## src/rtl/if_pkg.sv

```systemverilog
// Shared types and helpers for the IF-stage fetch-PC generator.
// Optional macro IF_PC_BHT_EN adds a 2-bit saturating counter to each BTB entry.
package if_pkg;

  // Fixed instruction size; the low address bits below it are always zero.
  localparam int INSTR_BYTES = 4;
  localparam int OFS_W       = $clog2(INSTR_BYTES);

  // Upper bound on XLEN; BTB entry fields are sized to it and the unused
  // upper bits stay constant zero.
  localparam int MAX_XLEN = 64;

  typedef enum logic {
    ST_BOOT = 1'b0,
    ST_RUN  = 1'b1
  } pc_state_e;

  typedef struct packed {
    logic                valid;
    logic [MAX_XLEN-1:0] tag;
    logic [MAX_XLEN-1:0] target;
`ifdef IF_PC_BHT_EN
    logic [1:0]          ctr;
`endif
  } btb_entry_t;

  // BTB index: the idx_w address bits just above the instruction offset.
  function automatic logic [MAX_XLEN-1:0] btb_idx(input logic [MAX_XLEN-1:0] pc,
                                                  input int                  idx_w);
    logic [MAX_XLEN-1:0] mask;
    mask = (MAX_XLEN'(1) << idx_w) - MAX_XLEN'(1);
    return (pc >> OFS_W) & mask;
  endfunction

  // BTB tag: every address bit above the index field.
  function automatic logic [MAX_XLEN-1:0] btb_tag(input logic [MAX_XLEN-1:0] pc,
                                                  input int                  idx_w);
    return pc >> (idx_w + OFS_W);
  endfunction

endpackage

```

## src/rtl/if_btb.sv

```systemverilog
// Direct-mapped branch target buffer: combinational lookup, registered update.
// With IF_PC_BHT_EN each entry carries a 2-bit saturating direction counter.
module if_btb
  import if_pkg::*;
#(
  parameter int XLEN      = 32,
  parameter int BTB_DEPTH = 16
) (
  input  logic            i_clk,
  input  logic            i_reset_n,
  input  logic [XLEN-1:0] i_lookup_pc,
  output logic            o_hit,
  output logic [XLEN-1:0] o_target,
  input  logic            i_upd_valid,
  input  logic [XLEN-1:0] i_upd_pc,
  input  logic [XLEN-1:0] i_upd_target,
  input  logic            i_upd_taken
);

  localparam int IDX_W = $clog2(BTB_DEPTH);

  btb_entry_t          r_btb [BTB_DEPTH];

  logic [IDX_W-1:0]    w_lk_idx;
  logic [MAX_XLEN-1:0] w_lk_tag;
  logic [IDX_W-1:0]    w_up_idx;
  logic [MAX_XLEN-1:0] w_up_tag;
  logic [MAX_XLEN-1:0] w_up_target;
  logic                w_up_tag_match;
  btb_entry_t          w_up_next;

  assign w_lk_idx = IDX_W'(btb_idx(MAX_XLEN'(i_lookup_pc), IDX_W));
  assign w_lk_tag = btb_tag(MAX_XLEN'(i_lookup_pc), IDX_W);
  assign w_up_idx = IDX_W'(btb_idx(MAX_XLEN'(i_upd_pc), IDX_W));
  assign w_up_tag = btb_tag(MAX_XLEN'(i_upd_pc), IDX_W);

  // Targets are word aligned, so the offset bits are stored as zero.
  assign w_up_target = MAX_XLEN'(i_upd_target & ~XLEN'(INSTR_BYTES - 1));

  assign w_up_tag_match = (r_btb[w_up_idx].tag == w_up_tag);

  // Lookup reads the array as registered, so a same-cycle update is seen next cycle.
  always_comb begin
    o_hit    = 1'b0;
    o_target = '0;
    if (r_btb[w_lk_idx].valid && (r_btb[w_lk_idx].tag == w_lk_tag)) begin
`ifdef IF_PC_BHT_EN
      o_hit = r_btb[w_lk_idx].ctr[1];
`else
      o_hit = 1'b1;
`endif
    end
    if (o_hit) begin
      o_target = XLEN'(r_btb[w_lk_idx].target);
    end
  end

  // Build the replacement entry for the indexed slot from the resolved outcome.
  always_comb begin
    w_up_next = r_btb[w_up_idx];
`ifdef IF_PC_BHT_EN
    if (i_upd_taken) begin
      if (r_btb[w_up_idx].valid && w_up_tag_match) begin
        w_up_next.target = w_up_target;
        if (r_btb[w_up_idx].ctr != 2'b11) begin
          w_up_next.ctr = r_btb[w_up_idx].ctr + 2'b01;
        end
      end else begin
        w_up_next.valid  = 1'b1;
        w_up_next.tag    = w_up_tag;
        w_up_next.target = w_up_target;
        w_up_next.ctr    = 2'b10;
      end
    end else if (r_btb[w_up_idx].valid && w_up_tag_match) begin
      if (r_btb[w_up_idx].ctr != 2'b00) begin
        w_up_next.ctr = r_btb[w_up_idx].ctr - 2'b01;
      end
    end
`else
    if (i_upd_taken) begin
      w_up_next.valid  = 1'b1;
      w_up_next.tag    = w_up_tag;
      w_up_next.target = w_up_target;
    end else if (w_up_tag_match) begin
      w_up_next.valid = 1'b0;
    end
`endif
  end

  // Entry storage; reset drops every entry so all lookups miss.
  always_ff @(posedge i_clk or negedge i_reset_n) begin
    if (!i_reset_n) begin
      for (int i = 0; i < BTB_DEPTH; i++) begin
        r_btb[i] <= '0;
`ifdef IF_PC_BHT_EN
        r_btb[i].ctr <= 2'b01;
`endif
      end
    end else if (i_upd_valid) begin
      r_btb[w_up_idx] <= w_up_next;
    end
  end

endmodule

```

## src/rtl/if_pc_gen.sv

```systemverilog
// Fetch-PC generator for the IF stage: PC register, BOOT/RUN state machine and
// next-PC priority mux (redirect > stall > BTB hit > sequential).
// Optional macro IF_PC_BHT_EN enables per-entry direction counters in the BTB.
module if_pc_gen
  import if_pkg::*;
#(
  parameter int              XLEN         = 32,
  parameter logic [XLEN-1:0] RESET_VECTOR = '0,
  parameter int              BTB_DEPTH    = 16
) (
  input  logic            i_clk,
  input  logic            i_reset_n,
  input  logic            i_stall,
  input  logic            i_redirect_valid,
  input  logic [XLEN-1:0] i_redirect_pc,
  input  logic            i_upd_valid,
  input  logic [XLEN-1:0] i_upd_pc,
  input  logic [XLEN-1:0] i_upd_target,
  input  logic            i_upd_taken,
  output logic [XLEN-1:0] o_pc_if,
  output logic            o_pc_valid,
  output logic            o_pred_taken,
  output logic [XLEN-1:0] o_pred_target
);

  pc_state_e       r_state;
  pc_state_e       w_state_next;
  logic [XLEN-1:0] r_pc;
  logic [XLEN-1:0] w_pc_next;
  logic            w_hit;
  logic [XLEN-1:0] w_hit_target;
  logic [XLEN-1:0] w_redirect_pc;

  if_btb #(
    .XLEN      (XLEN),
    .BTB_DEPTH (BTB_DEPTH)
  ) u_btb (
    .i_clk        (i_clk),
    .i_reset_n    (i_reset_n),
    .i_lookup_pc  (r_pc),
    .o_hit        (w_hit),
    .o_target     (w_hit_target),
    .i_upd_valid  (i_upd_valid),
    .i_upd_pc     (i_upd_pc),
    .i_upd_target (i_upd_target),
    .i_upd_taken  (i_upd_taken)
  );

  assign w_redirect_pc = i_redirect_pc & ~XLEN'(INSTR_BYTES - 1);

  assign o_pc_if       = r_pc;
  assign o_pred_taken  = w_hit;
  assign o_pred_target = w_hit_target;

  // State register: BOOT for exactly one cycle after reset release.
  always_ff @(posedge i_clk or negedge i_reset_n) begin
    if (!i_reset_n) begin
      r_state <= ST_BOOT;
    end else begin
      r_state <= w_state_next;
    end
  end

  // PC register; sits at the reset vector through reset and BOOT.
  always_ff @(posedge i_clk or negedge i_reset_n) begin
    if (!i_reset_n) begin
      r_pc <= RESET_VECTOR;
    end else begin
      r_pc <= w_pc_next;
    end
  end

  // Next state and next PC; BOOT ignores redirects so the reset vector is fetched first.
  always_comb begin
    w_state_next = r_state;
    w_pc_next    = r_pc;
    o_pc_valid   = 1'b0;
    case (r_state)
      ST_BOOT: begin
        w_state_next = ST_RUN;
      end
      ST_RUN: begin
        o_pc_valid = 1'b1;
        if (i_redirect_valid) begin
          w_pc_next = w_redirect_pc;
        end else if (i_stall) begin
          w_pc_next = r_pc;
        end else if (w_hit) begin
          w_pc_next = w_hit_target;
        end else begin
          w_pc_next = r_pc + XLEN'(INSTR_BYTES);
        end
      end
      default: begin
        w_state_next = ST_BOOT;
      end
    endcase
  end

endmodule

```

## config.mk

```make
export PLATFORM = sky130hd
export DESIGN_NAME = if_pc_gen
export DESIGN_NICKNAME = d
export VERILOG_FILES = /design/src/rtl/if_pkg.sv /design/src/rtl/if_btb.sv /design/src/rtl/if_pc_gen.sv
export SDC_FILE = /design/constraint.sdc
export NUM_CORES = 2
export LEC_CHECK = 0
export ABC_AREA = 1
export CORE_ASPECT_RATIO = 2
export CORE_MARGIN = 2
export CORE_UTILIZATION = 50
export DETAILED_ROUTE_END_ITERATION = 7
export PLACE_DENSITY = 0.78
export SYNTH_ARGS = -nofsm -noshare
export SYNTH_HDL_FRONTEND = slang
export SYNTH_HIERARCHICAL = 1
export SYNTH_SLANG_ARGS = --single-unit
```

## constraint.sdc

```tcl
create_clock -name i_clk -period 2.8 [get_ports i_clk]
set_input_delay 0.42 -clock i_clk [delete_from_list [all_inputs] [get_ports i_clk]]
set_output_delay 0.42 -clock i_clk [all_outputs]
set_load 0.005 [all_outputs]
```

==> results by group <==
GRT
  • GRT Util Overall: 41.5%
  • First-pass GRT wire length: 533000 um
  • Congestion Overflow GR: 0
  • Initial antenna violation count: 20
  • Vias in the first global route: slightly above 90000
  • Largest net degree at the start of global routing: 136

Place
  • Detailed placement HPWL: 229000 um
  • IO buf count: 161
  • GP Congestion: about 1
  • Placed insts: 13900

STA
  • Final setup fails: 66
  • Worst-Margin Slew: around 1.4 ns
  • Period utilization: 161%
  • RSZ-0062 raised after global routing: yes
  • Fin crit period: 4.51 ns
  • Maximum clock rate: about 0.22 GHz
  • Final Hold Vio Count: 0
  • Clock Skew: approximately 0.057 ns
  • Max-slew violations: 0
  • Setup slack after layout: -1.71 ns
  • Total Neg Setup Slack: -89.23 ns
  • Max-slew headroom: 3.62%

Synth
  • Net Count, Synth: between 10000 and 15000
  • Ys Warns: 6
  • Seq/Total Area, Yosys: approximately half
  • Mapped Cells: about 11000
  • Distinct cells, synth: just under 60
  • Synth Area in Adders: less than 1%
  • Mux cell area share after synthesis: 0%
  • Synth Area in XOR/XNOR: less than 1%
  • Post-synthesis register bit count: ~1600
  • Share of flip-flops with an asynchronous set or reset: between 90% and 100%
  • Compound-Gate Fraction of Synth Area: 21.6%
  • Mapped Area: 81800 um^2
  • Number of synthesized flops with an enable pin: 0
  • Simple-Gate Fraction of Synth Area: 23.9%
  • Synthesized area per cell: about 7.6 um^2
  • Largest family of logic cells by synthesized area: simple AND/OR/NAND/NOR gates
  • Predominant post-synthesis flop cell: dfrtp_1

Power
  • Worst vdd ir: 0.000714 V
  • Pwr dens: 659 nW/um^2
  • Total chip power: 0.0698 W
  • Static Leak: about 50 nW

Worst setup path
  • Critical R2R Launch: o_pc_if[2]
  • Critical path class: reg -> out
  • Worst r2r dst: o_pc_if[24]
  • R2r setup slk: -1.24 ns
  • Crit path arrival time: roughly 4.1 ns
  • Worst setup path startpoint: o_pc_if[2]
  • Worst path required time: around 2.4 ns
  • Crit path to: o_pred_target[9]
  • CP startpoint kind: flip-flop
  • Cells on worst reg2reg path: 26
  • Worst-path fanout max: 6
  • CP Capture Type: output port

Clocking
  • Bufs on Longest Clock Path: 4
  • Worst-skew pair later-pin latency: 0.87 ns
  • Root Driver: clkbuf_16
  • Total CTS buffers: around 150
  • Worst-path clk slew: about 0.070 ns
  • # H-tree levels: 4
  • # clock sinks: 1585
  • TritonCTS clock tree: done

Drt
  • Avg Vias per Cell: 6.40
  • Routed Antenna Nets: 0
  • Post-Route WL: around 360000 um
  • # DRC: 1
  • Wire per inst: ~25 um
  • Vias: ~91000
  • Initial drt markers: about 14000
  • Drt first pass iters: 8

Die
  • IO Pins: ~170
  • Die ar.: between 150000 and 200000 um^2
  • Row Count: 210
  • Starting Density: approximately half
  • Core Area: 163000 um^2
  • Die X: 290 um
  • Die Span Y: 576 um

Cells and area
  • Post-Layout Cell Count: ~14000
  • Fillers: about 13000
  • Area growth from synthesis to layout: 29.4%
  • Nets: approximately 12000
  • Share of cells above drive strength 1: between 20% and 30%

Flow run
  • MaxCap Viol Count: 0

Status
  • Violated checks: design-rule violations, negative setup slack
  • Outcome: finished with violations

Worst hold path
  • Min-Delay Path Class: in -> reg
==> per-layer routing <==
| metal | up-vias | global-route usage, % | part of all wire [%] | routed length, um |
|---|---|---|---|---|
| met5 | - | 0 | 0.040 | 142 |
| met4 | 14 | 40.7 | 12 | 42800 |
| met3 | 2545 | 10.9 | 12 | 43000 |
| met2 | 7454 | 65.0 | 44 | 158000 |
| met1 | 42600 | 45.5 | 31 | 112000 |
| li1 | 38700 | - | - | - |
==> power breakdown <==
group / internal [W] / switching (W) / total, W
Sequential: 0.0260 / 0.00264 / 0.0286
Combinational: 0.00752 / 0.0116 / 0.0192
Clock: 0.0126 / 0.00943 / 0.0220
Total: 0.0461 / 0.0237 / 0.0698
==> layout make-up <==
| class | count | area, um^2 | area share [%] |
|---|---|---|---|
| repair buffers | 1964 | 18300 | 17.3 |
| diodes | 12 | 30.0 | 0.0284 |
| inverters | 277 | 1210 | 1.14 |
| flip-flops and latches | 1585 | 39700 | 37.5 |
| clock buffers | 215 | 4400 | 4.16 |
| repair inverters | 1 | 11.3 | 0.0106 |
| clock inverters | 48 | 719 | 0.679 |
| well taps | 2120 | 2650 | 2.50 |
| multi-input cells | 8043 | 38900 | 36.8 |
==> critical path: stages (launching register included) <==
cell and delay [ns]:
dfrtp_4 0.51, buf_12 0.17, buf_16 0.17, buf_4 0.16, nor4_1 0.41, nand3_1 0.16
nand2_1 0.15, nand4_1 0.15, nand3_2 0.12, nand3_2 0.09, buf_6 0.14, nand2_2 0.06
inv_2 0.06, nor2_4 0.09, nand2_4 0.13, buf_8 0.17, buf_12 0.15, nor2_4 0.14
buf_2 0.15
==> cell usage after synthesis, types with 71 or more instances <==
library cell  instances  area [um^2]
dfrtp_1            1585        39700
a221oi_1            142         1240
o211ai_1            103          773
o21ai_0            1965         9830
nor4_1               71          444
nand4_1             109          682
nor2_1              508         1910
nand3_1             267         1340
buf_2               212         1060
a22oi_1             275         2060
inv_1               259          972
a21oi_1             436         2180
clkbuf_1            634         2380
nand2_1            3862        14500
==> kinds of logic after synthesis <==
family	Yosys count
other cells	1
simple gates	4920
flops	1585
fa+ha+maj	1
xor+xnor	12
buf+inv	1186
compound gates	3108
==> registers in the layout, summed over array words and instances, names as in the netlist <==
| signal | flops |
|---|---|
| u_btb/r_btb | 1552 |
| o_pc_if | 32 |
| r_state | 1 |
==> cell usage in the layout, fill, tap and decap left out, types with 15 or more instances in the layout <==
cell | Yosys | final
a21oi_1 | 436 | 413
a21oi_2 | 3 | 23
a221oi_1 | 142 | 127
a22oi_1 | 275 | 270
buf_12 | 0 | 209
buf_16 | 0 | 15
buf_2 | 212 | 32
buf_4 | 11 | 1526
buf_6 | 4 | 36
bufinv_16 | 0 | 18
clkbuf_1 | 634 | 28
clkbuf_16 | 0 | 154
clkbuf_8 | 0 | 34
clkdlybuf4s50_1 | 0 | 124
clkinv_2 | 0 | 23
dfrtp_1 | 1585 | 1581
inv_1 | 259 | 239
nand2_1 | 3862 | 3809
nand2_2 | 8 | 45
nand2_4 | 3 | 19
nand3_1 | 267 | 237
nand3_2 | 3 | 23
nand4_1 | 109 | 109
nor2_1 | 508 | 435
nor2_2 | 7 | 24
nor2_4 | 7 | 63
nor3_1 | 54 | 41
nor4_1 | 71 | 66
o211ai_1 | 103 | 103
o21ai_0 | 1965 | 1923
o21ai_1 | 40 | 75
o21ai_2 | 23 | 30
o31ai_1 | 19 | 15
o32ai_1 | 22 | 22
==> stage by stage <==
step | hold WS [ns] | utilization, % | setup WS (ns) | cell area [um^2]
floorplan | 0.124 | - | 0.00251 | 81900
global placement | 0.452 | 60.0 | -1.35 | 97800
detailed placement | 0.446 | 60.0 | -1.29 | 97800
CTS | 0.142 | 64.5 | -1.57 | 105000
global route | 0.171 | 64.9 | -1.76 | 106000
finish | 0.158 | 64.9 | -1.71 | 106000
==> worst min-delay path by stage <==
stage                                start          endpoint  slack [ns]  depth (start not counted)
final                     i_redirect_pc[6]        o_pc_if[6]        0.16                          3
after global routing      i_redirect_pc[6]        o_pc_if[6]        0.17                          3
after CTS                 i_redirect_pc[7]        o_pc_if[7]        0.14                          3
after detailed placement         i_reset_n  u_btb/r_btb[366]        0.45                          1
after global placement           i_reset_n  u_btb/r_btb[368]        0.45                          1
after floorplan                  i_reset_n        o_pc_if[0]        0.12                          0
==> timing repair <==
item	CTS	global route
pin swaps	92	101
buffers inserted	53	24
hold buffers	1	0
resized for setup	487	155
gates cloned	21	3
hold endpoints to repair	49	0
setup endpoints to repair	82	82
No activity file was read; power rests on OpenSTA's default activity.
